[config.mk]
export PLATFORM = sky130hd
export DESIGN_NAME = hybrid_noc_router_output_arbiter
export DESIGN_NICKNAME = d
export VERILOG_FILES = /design/src/rtl/hybrid_noc_router_output_arbiter.sv
export SDC_FILE = /design/constraint.sdc
export NUM_CORES = 1
export LEC_CHECK = 0
export BUFFER_PORTS_ARGS = -buffer_cell sky130_fd_sc_hd__buf_4
export CAP_MARGIN = 20
export CORE_MARGIN = 3
export CORE_UTILIZATION = 33
export DETAILED_ROUTE_END_ITERATION = 6
export PLACE_DENSITY_LB_ADDON = 0.08
export SYNTH_ARGS = -nofsm -noshare
export SYNTH_HDL_FRONTEND = slang
export SYNTH_SLANG_ARGS = --single-unit
export TNS_END_PERCENT = 100
[constraint.sdc]
create_clock -name clk -period 12.17 [get_ports clk]
set_clock_uncertainty 0.2 [all_clocks]
set_input_delay 1.217 -clock clk [delete_from_list [all_inputs] [get_ports clk]]
set_output_delay 1.217 -clock clk [all_outputs]
set_load 0.01 [all_outputs]
[src/rtl/hybrid_noc_router_output_arbiter.sv]
// Per-output-port arbiter and flit mux. It grants the port to one input for a whole
// packet, uses round-robin order between packets, and drives one registered output stage.
module hybrid_noc_router_output_arbiter #(
  parameter int unsigned FLIT_WIDTH = 32,
  parameter int unsigned PORTS      = 5
) (
  input  logic                          clk,
  input  logic                          rst_n,
  input  logic [PORTS*FLIT_WIDTH-1:0]   i_in_flit,
  input  logic [PORTS-1:0]              i_in_valid,
  input  logic [PORTS-1:0]              i_in_last,
  output logic [PORTS-1:0]              o_in_ready,
  output logic [FLIT_WIDTH-1:0]         o_out_flit,
  output logic                          o_out_valid,
  output logic                          o_out_last,
  input  logic                          i_out_ready,
  output logic [PORTS-1:0]              o_out_grant
);

  localparam int unsigned PTR_W = (PORTS > 1) ? $clog2(PORTS) : 1;

  typedef enum logic {
    ST_IDLE   = 1'b0,
    ST_LOCKED = 1'b1
  } state_t;

  state_t                r_state;
  logic [PTR_W-1:0]      r_ptr;
  logic [PTR_W-1:0]      r_owner;
  logic [PORTS-1:0]      r_grant;
  logic [FLIT_WIDTH-1:0] r_out_flit;
  logic                  r_out_valid;
  logic                  r_out_last;

  logic                  w_found;
  logic [PTR_W-1:0]      w_win;
  logic [PTR_W-1:0]      w_sel;
  logic [PTR_W-1:0]      w_next_ptr;
  logic [PORTS-1:0]      w_sel_onehot;
  logic [FLIT_WIDTH-1:0] w_sel_flit;
  logic                  w_sel_last;
  logic                  w_req;
  logic                  w_can_update;
  logic                  w_xfer;

  // Round-robin winner: first valid input at or after r_ptr, wrapping modulo PORTS.
  always_comb begin
    int unsigned      idx;
    logic [PTR_W-1:0] idx_p;
    w_found = 1'b0;
    w_win   = '0;
    idx     = 0;
    idx_p   = '0;
    for (int unsigned i = 0; i < PORTS; i++) begin
      idx = 32'(r_ptr) + i;
      if (idx >= PORTS) begin
        idx = idx - PORTS;
      end
      idx_p = PTR_W'(idx);
      if (!w_found && i_in_valid[idx_p]) begin
        w_found = 1'b1;
        w_win   = idx_p;
      end
    end
  end

  // The locked owner keeps the port; in idle the same-cycle winner takes it.
  always_comb begin
    w_sel        = (r_state == ST_LOCKED) ? r_owner : w_win;
    w_req        = (r_state == ST_LOCKED) | w_found;
    w_can_update = ~r_out_valid | i_out_ready;
    w_sel_onehot = PORTS'(1) << w_sel;
    w_sel_flit   = i_in_flit[32'(w_sel)*FLIT_WIDTH +: FLIT_WIDTH];
    w_sel_last   = i_in_last[w_sel];
    w_next_ptr   = (w_sel == PTR_W'(PORTS - 1)) ? '0 : w_sel + PTR_W'(1);
    o_in_ready   = (rst_n && w_req && w_can_update) ? w_sel_onehot : '0;
    w_xfer       = rst_n & w_req & w_can_update & i_in_valid[w_sel];
  end

  // Packet lock state, priority pointer and output register.
  always_ff @(posedge clk or negedge rst_n) begin
    if (!rst_n) begin
      r_state     <= ST_IDLE;
      r_ptr       <= '0;
      r_owner     <= '0;
      r_grant     <= '0;
      r_out_flit  <= '0;
      r_out_valid <= 1'b0;
      r_out_last  <= 1'b0;
    end else if (w_xfer) begin
      r_out_flit  <= w_sel_flit;
      r_out_last  <= w_sel_last;
      r_out_valid <= 1'b1;
      if (w_sel_last) begin
        r_state <= ST_IDLE;
        r_grant <= '0;
        r_ptr   <= w_next_ptr;
      end else begin
        r_state <= ST_LOCKED;
        r_grant <= w_sel_onehot;
        r_owner <= w_sel;
      end
    end else begin
      r_out_valid <= r_out_valid & ~i_out_ready;
    end
  end

  assign o_out_flit  = r_out_flit;
  assign o_out_valid = r_out_valid;
  assign o_out_last  = r_out_last;
  assign o_out_grant = r_grant;

endmodule

==> results of run 1 <==
[layout by cell type (no fill, tap or decap), drive strengths merged, types with 3 or more instances in the layout]
| cell | instances |
|---|---|
| a211o | 3 |
| a211oi | 4 |
| a21oi | 78 |
| a221o | 3 |
| a31o | 3 |
| buf | 221 |
| clkbuf | 5 |
| dfrtp | 46 |
| ha | 10 |
| inv | 14 |
| mux2 | 5 |
| mux2i | 47 |
| mux4 | 3 |
| nand2 | 124 |
| nand2b | 12 |
| nand3 | 7 |
| nand4 | 4 |
| nor2 | 21 |
| nor2b | 10 |
| nor3 | 4 |
| o211ai | 4 |
| o21ai | 50 |
| o221ai | 6 |
| o2bb2ai | 35 |
| o31ai | 4 |
| or2 | 3 |
| or3 | 3 |
| xnor2 | 5 |
[cell type report]
type	count	area [sq um]	share of cell area, %
multi-input cells	480	3090	48.7
well taps	172	215	3.40
clock inverters	3	43.8	0.691
flip-flops and latches	46	1150	18.2
inverters	14	53.8	0.849
repair buffers	221	1660	26.2
clock buffers	5	125	1.97
[worst reg2reg max path: stages (launching register included)]
cell      delay, ns
dfrtp_1        0.87
inv_2          0.19
ha_1           0.67
inv_1          0.23
xnor2_1        0.54
a211oi_2       0.16
or3_4          0.46
o221ai_1       0.21
nand2_2        0.54
clkinv_2       0.38
buf_4          0.71
a31o_1         0.27
o22a_1         0.27
nor2b_1        0.45
mux2_1         0.37
[path summary, 6_finish.rpt]
kind                       slack [ns]                    endpoint
setup / recovery                 5.31               o_in_ready[1]
hold / removal                   0.29  o_out_flit[13]$_DFFE_PN0P_
setup reg to reg                 5.53        r_ptr[2]$_DFFE_PN0P_
hold reg to reg                  0.29  o_out_flit[13]$_DFFE_PN0P_
max in group asynchronous       10.58  o_out_flit[16]$_DFFE_PN0P_
min in group asynchronous        0.74   o_out_flit[7]$_DFFE_PN0P_
[per-stage QoR]
stage / cells / utilization [%] / hold slack, ns
after CTS: 941 / 49.0 / 0.288
after floorplan: 585 / - / 0.281
after global routing: 941 / 49.0 / 0.324
after detailed placement: 933 / 47.7 / 0.272
final: 941 / 49.0 / 0.287
after global placement: 933 / 47.7 / 0.269
[state kept, by name (all words and copies together), names as in the netlist]
signal and flops:
o_out_flit 32, o_out_grant 5, r_owner 3, r_ptr 3, o_out_last 1, o_out_valid 1
r_state 1
[layer usage]
layer  wire length (um)  track usage [%]  up-vias
met5                  0                0        -
met4                278             5.81        0
met3               1130             4.61       18
met2               8480             38.1      175
met1               7230             28.7     2315
li1                   -                -     2494
[logic make-up after synthesis]
| group | share of synthesized area [%] |
|---|---|
| fa+ha+maj | 3.24 |
| simple gates | 19.6 |
| compound gates | 31.3 |
| flops | 25.7 |
| xor+xnor | 0.977 |
| buf+inv | 5.95 |
| mux | 13.3 |
==> impl_results.md, run 1 <==
- Vias: 5,002
- Mapped Cells: 585
- Clk slew on worst S/H paths: 0.07 ns
- Crit path cell chain: inv_2, ha_1, inv_1, o21ai_0, a221o_1, a211oi_2, or3_4, o221ai_2, nor2_4, inv_2, nand2_1, buf_4, nor3_1, buf_4
- CP endpoint kind: output port
- Final setup margin: 5.31 ns
- # Post-CTS Setup Buffers: 0
- Endpoints failing setup: 0
- H-tree levels: 2
- CP Data Arrival Time: 5.45 ns
- Row cnt: 41
- Antenna Cells: 0
- Hold depth: 2
- Flops & latches, synth: 46
- Placed instance area: 6170 sq um
- Worst slack at placement: 5.61 ns
- CTS Sinks: 46
- Post-synth EDFFs: 0
- Mapped Area: 4480 sq um
- Crit path launch: r_ptr[0]$_DFFE_PN0P_
- Avg WL per Cell: 18.2 um
- Setup TNS: 0 ns
- Gpl congestion: 0.849
- CP Data Required Time: 10.75 ns
- Vias in the first global route: 5,065
- Critical path startpoint category: flop
- DIE HEIGHT: 123 um
- # hold bufs at CTS: 0
- Worst path bufs/invs: 5
- Register area share after synthesis: 25.7%
- GRT overflow: 0
- Area Growth Syn to Fin: 41.4%
- Final Hold Vio Count: 0
- Largest net degree at the start of global routing: 80
- Mean Syn Cell Area: 7.66 sq um
- First-pass GRT wire length: 26,600 um
- Top-area cell type share of the netlist area: 25.7%
- R2R depth: 14
- Fmax: 0.146 GHz
- I/O pin count: 217
- Slew margin rel.: 29.5%
- Critical path type: flop to output port
- Number of iterations in the first detailed-routing pass: 5
- Most common cell in the synthesized netlist: nand2_1
- Async SR Flop Fraction: 100%
- Initial Util: 34.7%
- Ys Warns: 0
- Unrepaired setup endpoints after global routing: false
- All-Layer GR Usage: 22.3%
- Number of antenna violations at the first check in global routing: 0
- Worst-path fanout max: 39
- Share of layout cells above drive strength 1: 33.2%
- Worst-skew pair later-pin latency: 0.29 ns
- Hold Crit Start: o_out_flit[13]$_DFFE_PN0P_
- Status: finished, final reports clean
- Yosys cell types: 68
- CTS tree: done
- Slew @ Worst Pin: 1.06 ns
- Final Max Tran Viols: 0
- Most used DFF post-synth: dfrtp_1
- Area contributors post-synth: dfrtp_1 (26%), mux2i_1 (10%), nand2_1 (10%)
- CTS resizes: 0
- Post-route cell area: 6340 sq um
- CTS Buf Count: 5
- Final Critical Period: 6.86 ns
- Core area: 12,900 sq um
- Crit path max-delay family: simple AND/OR/NAND/NOR gates
- Final layout net count: 952
- Maxcap violations: 0
- DRC viols: 0
- Vias/cell: 5.32
- Period utilization: 56.4%
- Fill cells: 1,328
- Hold Path Class: flop to flop
- Top post-synthesis cells by count: nand2_1 (124), a21oi_1 (78), mux2i_1 (47), dfrtp_1 (46)
- DRT iter0 DRCs: 276
- Root Driver: clkbuf_16
- CP peak stage delay: 0.87 ns
- Area leader, netlist: dfrtp_1
- CP max stage cell: dfrtp_1
- Final wirelength: 17,100 um
- Final ANT Viol Nets: 0
- Port bufs: 216
- Die area: 15,000 sq um
- Clock Path Buffers: 2
- DP Wirelength: 12,800 um
- Levels on crit path: 14
- Die width: 123 um
- Synth Net Count: 769
- RR Startpoint: r_ptr[0]$_DFFE_PN0P_
Power of run 1 is left out: the tool's default activity adds up to more than one toggle a clock period on the data nets, which glitch-free logic cannot reach.
==> run 2, diff against run 1 <==
==> constraint.sdc (replaced) <==
create_clock -name clk -period 6.7 [get_ports clk]
set_clock_uncertainty 0.2 [all_clocks]
set_input_delay 0.67 -clock clk [delete_from_list [all_inputs] [get_ports clk]]
set_output_delay 0.67 -clock clk [all_outputs]
set_load 0.01 [all_outputs]
==> run 2 against run 1 <==
Sequential share of layout area hardly changed. Worst setup slack worse by 4.4 ns. Register-to-register slack lost 4.4 ns. Highest routed layer unchanged.
==> impl_results.md, run 2 (synthesis results as in run 1) <==
- Status: finished, final reports clean
- All-Layer GR Usage: 22.0% (-0.36 points)
- Core area: 12,900 sq um (unchanged)
- DP Wirelength: 13,000 um (+2.0%)
- Worst-skew pair later-pin latency: 0.28 ns (about the same)
- GRT overflow: 0 (unchanged)
- Unrepaired setup endpoints after global routing: false
- Final wirelength: 17,200 um (+0.32%)
- CTS tree: done
- # Post-CTS Setup Buffers: 0 (unchanged)
- CP endpoint kind: output port
- Placed instance area: 6200 sq um (+0.61%)
- Highest-count cells in the layout ignoring fill and taps: buf_4 (226), nand2_1 (123), a21oi_1 (78)
- Initial Util: 34.7% (unchanged)
- CP Data Required Time: 5.83 ns (-4.92 ns)
- Avg WL per Cell: 18.2 um (-0.10%)
- Vias/cell: 5.35 (+0.69%)
- CTS Sinks: 46 (unchanged)
- CTS Buf Count: 5 (unchanged)
- Post-Layout Cell Count: 945 (+0.43%)
- Worst path most repeated cell: ha_1
- Port bufs: 216 (unchanged)
- DRT iter0 DRCs: 271 (-1.8%)
- I/O pin count: 217 (unchanged)
- Die width: 123 um (unchanged)
- Clk slew on worst S/H paths: 0.07 ns (about the same)
- Vias: 5,058 (+1.1%)
- Antenna Cells: 0 (unchanged)
- Final Hold Vio Count: 0 (unchanged)
- Maxcap violations: 0 (unchanged)
- Max reg flops: 32 (unchanged)
- Critical path startpoint category: flop
- Row cnt: 41 (unchanged)
- Crit path cell chain: inv_2, ha_1, inv_1, xnor2_1, a211oi_2, or4_4, nor2_2, a211o_1, buf_4, inv_2, ha_1, ha_1, inv_1, nor2_1, buf_4
- CP Data Arrival Time: 4.91 ns (-0.54 ns)
- Period utilization: 86.3%
- Root Driver: clkbuf_16
- Hold_ws: 0.203 ns (-0.0841 ns)
- Commonest non-fill, non-tap cell in the layout: buf_4
- Slew @ Worst Pin: 0.838 ns (-0.218 ns)
- Number of iterations in the first detailed-routing pass: 4 (-1)
- Endpoints failing setup: 0 (unchanged)
- Vias in the first global route: 5,130 (+1.3%)
- Number of antenna violations at the first check in global routing: 0 (unchanged)
- Final Max Tran Viols: 0 (unchanged)
- CP peak stage delay: 0.89 ns (+0.02 ns)
- Hold Path Class: primary input to asynchronous set/reset pin
- Worst-path fanout max: 23 (-41%)
- Critical path type: flop to output port
- Share of layout cells above drive strength 1: 33.4% (+0.22 points)
- CP max stage cell: dfrtp_1
- First-pass GRT wire length: 26,400 um (-0.99%)
- Final Critical Period: 5.78 ns
- Gpl congestion: 0.909 (+7.1%)
- Setup TNS: 0 ns (unchanged)
- Final ANT Viol Nets: 0 (unchanged)
- Area Growth Syn to Fin: 41.5% (about the same)
- Clock Path Buffers: 2 (unchanged)
- Die area: 15,000 sq um (unchanged)
- Final layout net count: 957 (+0.53%)
- Largest net degree at the start of global routing: 48 (-40%)
- CTS resizes: 0 (unchanged)
- Fmax: 0.173 GHz
- DRC viols: 0 (unchanged)
- Post-route cell area: 6340 sq um (about the same)
- R2R depth: 15 (+1)
- DIE HEIGHT: 123 um (unchanged)
- # hold bufs at CTS: 0 (unchanged)
- H-tree levels: 2 (unchanged)
- Slew margin rel.: 44.2% (+15 points)
- Placed cell count: 938 (+0.54%)
run 2: path summary, 6_finish.rpt:
kind                                            startpoint                    endpoint  slack [ns]
worst max-delay path                  r_ptr[0]$_DFFE_PN0P_               o_in_ready[3]        0.92
worst min-delay path                                 rst_n   o_out_flit[9]$_DFFE_PN0P_        0.20
worst max register to register        r_ptr[0]$_DFFE_PN0P_        r_ptr[2]$_DFFE_PN0P_        1.15
worst min register to register  o_out_flit[28]$_DFFE_PN0P_  o_out_flit[28]$_DFFE_PN0P_        0.28
max in group asynchronous                            rst_n  o_out_flit[15]$_DFFE_PN0P_        5.66
min in group clk                o_out_flit[28]$_DFFE_PN0P_  o_out_flit[28]$_DFFE_PN0P_        0.28
run 2: worst max-delay path, delay by kind of cell, from the launching register on:
| kind | cells | cell delay [ns] |
|---|---|---|
| fa+ha+maj | 3 | 1.08 |
| buf+inv | 6 | 1.06 |
| flops | 1 | 0.89 |
| simple gates | 3 | 0.80 |
| xor+xnor | 1 | 0.52 |
| compound gates | 2 | 0.27 |
run 2: per-stage QoR:
step / setup WS, ns / utilization, %
after floorplan: 1.95 / -
final: 0.918 / 49.1
after global routing: 0.522 / 49.1
after CTS: 0.969 / 49.1
after global placement: 1.32 / 48.0
after detailed placement: 1.24 / 48.0
run 2: layer usage:
layer / GRT usage (%) / share of wire [%] / up-vias
met3: 4.70 / 7.1 / 20
met5: 0 / 0 / -
met2: 37.3 / 49 / 173
li1: - / - / 2504
met1: 28.5 / 42 / 2361
met4: 5.18 / 1.9 / 0
run 2: area by class of cell:
type	instances	area (sq um)
Fill cell	1346	6590
Multi-Input combinational cell	480	3090
Timing Repair Buffer	226	1700
Sequential cell	46	1150
Tap cell	172	215
Clock buffer	6	129
Inverter	14	53.8
Clock inverter	1	7.51
Power of run 2 is left out for the same reason.
